--- src/rtl/udp_line_scheduler.sv ---
// udp_line_scheduler
// Sequences per-line UDP transmission for two camera streams in the rgmii_clk
// domain. Round-robins between ready cam1/cam2 lines, fires one combined
// launch pulse, tracks per-camera row indices, enforces an inter-packet gap
// and abandons transfers that never report completion.
//
// Handshake: line_avail is a level "line ready" per camera. A grant is taken
// only in SELECT and is announced by a one-cycle trig with cam_id/cam_row
// already valid. The packet is owned (busy=1) until tx_done, timeout or link
// loss; tx_done is only honoured while a packet is owned.
module udp_line_scheduler #(
    parameter int V_ACT          = 720,
    parameter int GAP_CYCLES     = 125000,
    parameter int TIMEOUT_CYCLES = 65535
) (
    input  logic        clk,
    input  logic        rst,
    input  logic        enable,
    input  logic        connected,
    input  logic [1:0]  line_avail,
    input  logic        tx_done,
    input  logic        resync,
    output logic        trig,
    output logic        cam_id,
    output logic [9:0]  cam_row,
    output logic        busy,
    output logic        frame_done,
    output logic        timeout_err,
    output logic [15:0] sent_count
);

    localparam int GW = (GAP_CYCLES > 1) ? $clog2(GAP_CYCLES) : 1;
    localparam int TW = (TIMEOUT_CYCLES > 1) ? $clog2(TIMEOUT_CYCLES) : 1;

    localparam logic [GW-1:0] GAP_LOAD = GW'(GAP_CYCLES - 1);
    localparam logic [TW-1:0] TO_LOAD  = TW'(TIMEOUT_CYCLES - 1);
    localparam logic [9:0]    ROW_LAST = 10'(V_ACT - 1);

    localparam logic [2:0] S_IDLE   = 3'd0;
    localparam logic [2:0] S_GAP    = 3'd1;
    localparam logic [2:0] S_SELECT = 3'd2;
    localparam logic [2:0] S_LAUNCH = 3'd3;
    localparam logic [2:0] S_WAIT   = 3'd4;

    logic [2:0]    state_q, state_d;
    logic [GW-1:0] gap_q, gap_d;
    logic [TW-1:0] to_q, to_d;
    logic [9:0]    row0_q, row0_d;
    logic [9:0]    row1_q, row1_d;
    logic          ptr_q, ptr_d;
    logic          pend_q, pend_d;
    logic          cam_id_q, cam_id_d;
    logic [9:0]    cam_row_q, cam_row_d;
    logic          trig_q, trig_d;
    logic          busy_q, busy_d;
    logic          frame_done_q, frame_done_d;
    logic          terr_q, terr_d;
    logic [15:0]   sent_q, sent_d;

    logic          run;
    logic          clr_rows;
    logic          grant_cam;

    assign run = enable && connected;

    // Next-state logic: FSM, arbitration, row tracking and completion handling.
    always_comb begin
        state_d      = state_q;
        gap_d        = gap_q;
        to_d         = to_q;
        row0_d       = row0_q;
        row1_d       = row1_q;
        ptr_d        = ptr_q;
        pend_d       = pend_q;
        cam_id_d     = cam_id_q;
        cam_row_d    = cam_row_q;
        trig_d       = 1'b0;
        busy_d       = busy_q;
        frame_done_d = 1'b0;
        terr_d       = terr_q;
        sent_d       = sent_q;
        clr_rows     = 1'b0;
        grant_cam    = 1'b0;

        case (state_q)
            S_IDLE: begin
                clr_rows = resync;
                if (run) begin
                    state_d = S_GAP;
                    gap_d   = GAP_LOAD;
                end
            end

            S_GAP: begin
                clr_rows = resync;
                if (!run) begin
                    state_d = S_IDLE;
                end else if (gap_q == '0) begin
                    state_d = S_SELECT;
                end else begin
                    gap_d = gap_q - 1'b1;
                end
            end

            S_SELECT: begin
                clr_rows = resync;
                if (!run) begin
                    state_d = S_IDLE;
                end else if (line_avail != 2'b00) begin
                    // A resync in this cycle makes the grant see the cleared
                    // pointer and rows so the launched line matches the new frame.
                    if (line_avail == 2'b11) begin
                        grant_cam = resync ? 1'b0 : ptr_q;
                    end else begin
                        grant_cam = line_avail[1];
                    end
                    cam_id_d = grant_cam;
                    if (resync) begin
                        cam_row_d = '0;
                    end else begin
                        cam_row_d = grant_cam ? row1_q : row0_q;
                    end
                    trig_d  = 1'b1;
                    busy_d  = 1'b1;
                    state_d = S_LAUNCH;
                end
            end

            S_LAUNCH: begin
                pend_d  = pend_q | resync;
                to_d    = TO_LOAD;
                state_d = S_WAIT;
            end

            S_WAIT: begin
                if (tx_done) begin
                    // Completion wins over a coincident timeout or link loss.
                    busy_d  = 1'b0;
                    sent_d  = sent_q + 16'd1;
                    gap_d   = GAP_LOAD;
                    state_d = run ? S_GAP : S_IDLE;
                    if (pend_q || resync) begin
                        clr_rows = 1'b1;
                    end else begin
                        ptr_d = ~cam_id_q;
                        if (cam_id_q) begin
                            if (row1_q == ROW_LAST) begin
                                row1_d       = '0;
                                frame_done_d = 1'b1;
                            end else begin
                                row1_d = row1_q + 10'd1;
                            end
                        end else begin
                            if (row0_q == ROW_LAST) begin
                                row0_d       = '0;
                                frame_done_d = 1'b1;
                            end else begin
                                row0_d = row0_q + 10'd1;
                            end
                        end
                    end
                end else if (!connected) begin
                    // Link lost: drop the packet silently; row and pointer stay.
                    busy_d   = 1'b0;
                    state_d  = S_IDLE;
                    clr_rows = pend_q || resync;
                end else if (to_q == '0) begin
                    // Stalled: keep the row so the same line is retried, but
                    // move the pointer so the other camera still gets a turn.
                    busy_d  = 1'b0;
                    terr_d  = 1'b1;
                    gap_d   = GAP_LOAD;
                    state_d = run ? S_GAP : S_IDLE;
                    if (pend_q || resync) begin
                        clr_rows = 1'b1;
                    end else begin
                        ptr_d = ~cam_id_q;
                    end
                end else begin
                    to_d   = to_q - 1'b1;
                    pend_d = pend_q | resync;
                end
            end

            default: begin
                state_d = S_IDLE;
            end
        endcase

        if (clr_rows) begin
            row0_d = '0;
            row1_d = '0;
            ptr_d  = 1'b0;
            pend_d = 1'b0;
        end
    end

    // State registers with asynchronous reset.
    always_ff @(posedge clk or posedge rst) begin
        if (rst) begin
            state_q      <= S_IDLE;
            gap_q        <= '0;
            to_q         <= '0;
            row0_q       <= '0;
            row1_q       <= '0;
            ptr_q        <= 1'b0;
            pend_q       <= 1'b0;
            cam_id_q     <= 1'b0;
            cam_row_q    <= '0;
            trig_q       <= 1'b0;
            busy_q       <= 1'b0;
            frame_done_q <= 1'b0;
            terr_q       <= 1'b0;
            sent_q       <= '0;
        end else begin
            state_q      <= state_d;
            gap_q        <= gap_d;
            to_q         <= to_d;
            row0_q       <= row0_d;
            row1_q       <= row1_d;
            ptr_q        <= ptr_d;
            pend_q       <= pend_d;
            cam_id_q     <= cam_id_d;
            cam_row_q    <= cam_row_d;
            trig_q       <= trig_d;
            busy_q       <= busy_d;
            frame_done_q <= frame_done_d;
            terr_q       <= terr_d;
            sent_q       <= sent_d;
        end
    end

    assign trig        = trig_q;
    assign cam_id      = cam_id_q;
    assign cam_row     = cam_row_q;
    assign busy        = busy_q;
    assign frame_done  = frame_done_q;
    assign timeout_err = terr_q;
    assign sent_count  = sent_q;

endmodule

--- config.mk ---
export PLATFORM = sky130hd
export DESIGN_NAME = udp_line_scheduler
export DESIGN_NICKNAME = d
export VERILOG_FILES = /design/src/rtl/udp_line_scheduler.sv
export SDC_FILE = /design/constraint.sdc
export NUM_CORES = 1
export LEC_CHECK = 0
export CORE_MARGIN = 2
export CORE_UTILIZATION = 50
export CTS_BUF_LIST = sky130_fd_sc_hd__clkbuf_4 sky130_fd_sc_hd__clkbuf_8
export DETAILED_ROUTE_END_ITERATION = 10
export GPL_TIMING_DRIVEN = 0
export PLACE_DENSITY = 0.7
export RECOVER_POWER = 100
export SYNTH_ARGS = -nofsm -noshare
export SYNTH_HDL_FRONTEND = slang
export SYNTH_SLANG_ARGS = --single-unit
export TNS_END_PERCENT = 5
--- constraint.sdc ---
create_clock -name clk -period 3.34 [get_ports clk]
set_input_delay 0.668 -clock clk [delete_from_list [all_inputs] [get_ports clk]]
set_output_delay 0.668 -clock clk [all_outputs]
set_load 0.02 [all_outputs]
==> results.rst <==
.. list-table::
   :header-rows: 1

   * - Metric
     - Value
   * - Result of the run
     - complete, no violations
   * - Ratio of final minimum period to clock period
     - 89.8%
   * - Type of origin of the critical path
     - flip-flop
   * - Port Buf Inserts
     - 38
   * - Antenna violations before repair
     - 0
   * - HPWL reported at the end of detailed placement
     - 7.84 mm
   * - Flip-flop and latch count after synthesis
     - 89
   * - Worst r2r src
     - to_q[0]$_DFFE_PP0P_
   * - Deepest clock path buffer count
     - 2
   * - Unrepaired setup endpoints after global routing
     - no
   * - Worst r2r dst
     - to_q[12]$_DFFE_PP0P_
   * - Final hold viol count
     - 0
   * - Slew @ Worst Pin
     - 1.24 ns
   * - Clock latency reported for the late side of the worst-skew pair
     - 0.37 ns
   * - Number of CTS-inserted buffers
     - 9
   * - Overall die area
     - 0.0103 mm²
   * - Core region area
     - 0.00924 mm²
   * - Final Slew Violations
     - 0
   * - Endpoint required time on the critical path
     - 3.57 ns
   * - Hold Path Depth
     - 1
   * - Fin cells
     - 682
   * - Slack of the worst reg-to-reg path
     - 0.34 ns
   * - N_diodes
     - 0
   * - Fraction of final layout cells sized beyond drive strength 1
     - 5.97%
   * - Final Power
     - 2.06 mW
   * - Worst clock skew on the final layout
     - 0.0146 ns
   * - Clock input transition at the sequential cells of the worst setup and hold paths
     - 0.10 ns
   * - Kind of path behind the tightest hold check
     - flip-flop to flip-flop
   * - Leakage power
     - 2.29 nW
   * - Reported max-cap violation count
     - 0
   * - Depth of the worst register-to-register path
     - 10
   * - Post-CTS repair timing setup buffer count
     - 0
   * - Final min period
     - 3.00 ns
   * - Total vias in the final route
     - 4019
   * - WL/cell
     - 16.0 µm
   * - Core Rows
     - 35
   * - Count of mapped cells out of synthesis
     - 498
   * - Post-synthesis instance area
     - 0.00476 mm²
   * - Drt drc
     - 0
   * - Starting density of the core
     - 51.5%
   * - Source of the worst hold timing path
     - sent_count[15]$_DFFE_PP0P_
   * - GRT Overall Usage
     - 22.5%
   * - Final routed wirelength across all metal layers
     - 10.9 mm
   * - Resized cells post-CTS
     - 0
   * - Aggregate negative setup slack
     - 0 ns
   * - Switching portion of total power
     - 24.5%
   * - EDFF count, synth
     - 0
   * - Power share of the sequential group
     - 53.5%
   * - PD cells
     - 372 mW/mm²
   * - Via count of the first global-routing pass
     - 3833
   * - DR pass1 iterations
     - 4
   * - Utilization after layout
     - 59.9%
   * - Average via count per standard cell
     - 5.89
   * - Cell taking the most area after synthesis
     - dfrtp_1
   * - Predominant post-synthesis flop cell
     - dfrtp_1
   * - Smallest hold slack
     - 0.470 ns
   * - Crit path top cell by count
     - inv_1
   * - Switching power
     - 0.505 mW
   * - Area overhead of the layout relative to synthesis
     - 16.3%
   * - Fraction of power consumed by combinational cells
     - 5.5%
   * - Async SR Flop Fraction
     - 100%
   * - Critical Path Sink Type
     - flip-flop
   * - Starting DRC count in detailed routing
     - 182
   * - Headroom to the max-slew limit
     - 16.9%
   * - Clock share of power
     - 41.0%
   * - Critical-path cell with the highest stage delay
     - or4_2
   * - Average instance area after synthesis
     - 9.56 µm²
   * - Cell-by-cell trace of the critical path
     - inv_1 -> ha_1 -> or3b_2 -> or4_2 -> clkbuf_1 -> o21ai_2 -> inv_1 -> buf_6 -> a311oi_1 -> a41oi_1
   * - Grt total ovfl
     - 0
   * - Pin count of the biggest net entering global routing
     - 65
   * - Clock sinks
     - 89
   * - Peak fanout along the critical path
     - 10
   * - Seq/Total Area, Yosys
     - 46.8%
   * - Number of nets with antenna violations after detailed routing
     - 0
   * - Arr. time, crit path
     - 3.23 ns
   * - Critical path's largest stage delay
     - 0.55 ns
   * - Number of buffers inserted for hold repair after clock tree synthesis
     - 0
   * - Global-route wire length before repair
     - 18.6 mm
   * - Main area contributors after synthesis
     - dfrtp_1, o21ai_0, nand2_1, mux2i_1, a21oi_1
   * - Total number of nets in the final design
     - 562
   * - Worst path depth
     - 10
   * - Die H
     - 102 µm
   * - Type of the setup path with the least slack
     - flip-flop to flip-flop
   * - Timing startpoint of the critical path
     - to_q[0]$_DFFE_PP0P_
   * - Highest clock rate
     - 333 MHz
   * - Width of the die
     - 102 µm
   * - Routability congestion estimate from global placement
     - 0.811
   * - TritonCTS clock tree
     - built
   * - Internal
     - 1.56 mW
   * - Yosys warnings
     - 0
   * - Number of cells after detailed placement
     - 666
   * - Yosys top cell area share
     - 46.8%
   * - Top cell family by delay on the critical path
     - simple AND/OR/NAND/NOR gates
   * - Terminating pin of the worst hold path
     - sent_count[15]$_DFFE_PP0P_
   * - Syn nets
     - 512
   * - H-tree levels
     - 3
   * - Unique masters post-synth
     - 61
   * - Number of buffer and inverter instances along the worst setup path
     - 4
   * - Top-level I/O count
     - 39
   * - Count of final setup violators
     - 0
   * - Root cell of the clock tree
     - clkbuf_8
   * - VDD IR-drop max
     - 0.220 mV
-- registers in the layout, summed over array words and instances (netlist names) --
register and cells:
cam_row 10, busy 1, pend_q 1, timeout_err 1
gap_q 17, trig 1, to_q 16, row0_q 10
sent_count 16, frame_done 1, ptr_q 1, cam_id 1
row1_q 10, state_q 3
-- worst max path at each step --
| stage | endpoint | slack, ns |
|---|---|---|
| floorplan | busy$_DFFE_PP0P_ | 0.37 |
| global placement | row0_q[5]$_DFFE_PP0P_ | -1.04 |
| detailed placement | row1_q[4]$_DFFE_PP0P_ | 0.05 |
| CTS | row1_q[4]$_DFFE_PP0P_ | 0.44 |
| global route | to_q[12]$_DFFE_PP0P_ | 0.15 |
| finish | to_q[12]$_DFFE_PP0P_ | 0.34 |
-- power groups by stage --
stage | combinational (mW) | clock, mW | sequential (mW)
3_3_place_gp | 0.108 | 0 | 1.12
5_1_grt | 0.129 | 0.906 | 1.11
6_report | 0.113 | 0.846 | 1.10
2_1_floorplan | 0.0722 | 0 | 1.12
4_1_cts | 0.118 | 0.860 | 1.10
3_5_place_dp | 0.118 | 0 | 1.12
-- through the flow --
stage	area [µm²]	setup WS (ns)
3_5_place_dp	5330	0.0542
2_1_floorplan	4760	0.365
4_1_cts	5560	0.435
6_report	5540	0.341
3_3_place_gp	5300	-1.04
5_1_grt	5540	0.151
-- cells by family (layout without fill, tap and decap cells) --
| logic type | Yosys count | after routing | synth area share (%) |
|---|---|---|---|
| simple gates | 213 | 213 | 25.2 |
| flops | 89 | 89 | 46.8 |
| compound gates | 115 | 115 | 15.6 |
| fa+ha+maj | 6 | 6 | 1.58 |
| mux | 15 | 15 | 3.15 |
| buf+inv | 37 | 92 | 3.49 |
| xor+xnor | 23 | 23 | 4.23 |
-- final cells by class --
type / count / area [µm²]
buffer: 23 / 105
clock buffer: 9 / 124
clock inverter: 7 / 98.8
fill: 803 / 3700
inverter: 14 / 53.8
multi-input combinational: 372 / 2360
sequential: 89 / 2230
tap: 129 / 161
timing repair buffer: 39 / 408
-- synthesized netlist by cell type (5+ instances only) --
cell type   n
clkbuf_1   16
nor3_1     19
and2_1      7
nor4_1     10
nor3b_1     5
dfrtp_1    89
xnor2_1    11
and3_1     12
nand4_1    14
ha_1        6
nand3_1    18
xor2_1     12
a21oi_1    27
nand2b_1    5
and4_1      8
o31ai_1     8
a31oi_1    10
or3_1       9
or4_1      10
nor2_1     30
inv_1      13
nand2_1    41
o21ai_0    34
mux2i_1    15
-- cell usage in the layout (no fill, tap or decap), types with 11 or more instances in the layout --
| cell | synthesis | routed |
|---|---|---|
| xor2_1 | 12 | 12 |
| dfrtp_1 | 89 | 89 |
| o21ai_0 | 34 | 36 |
| nor3_1 | 19 | 19 |
| nand3_1 | 18 | 18 |
| clkbuf_1 | 16 | 18 |
| inv_1 | 13 | 13 |
| nor2_1 | 30 | 30 |
| mux2i_1 | 15 | 15 |
| nand2_1 | 41 | 42 |
| xnor2_1 | 11 | 11 |
| nand4_1 | 14 | 14 |
| and3_1 | 12 | 12 |
| a21oi_1 | 27 | 27 |
| dlygate4sd3_1 | 0 | 34 |
-- routing by layer --
layer / global-route usage (%) / up-vias / routed length (µm)
met3: 3.59 / 11 / 435
li1: - / 1946 / -
met5: 0 / - / 0
met2: 35.1 / 88 / 5060
met4: 5.72 / 0 / 133
met1: 33.0 / 1974 / 5310
Note: power is estimated with default switching activity, not from simulation.
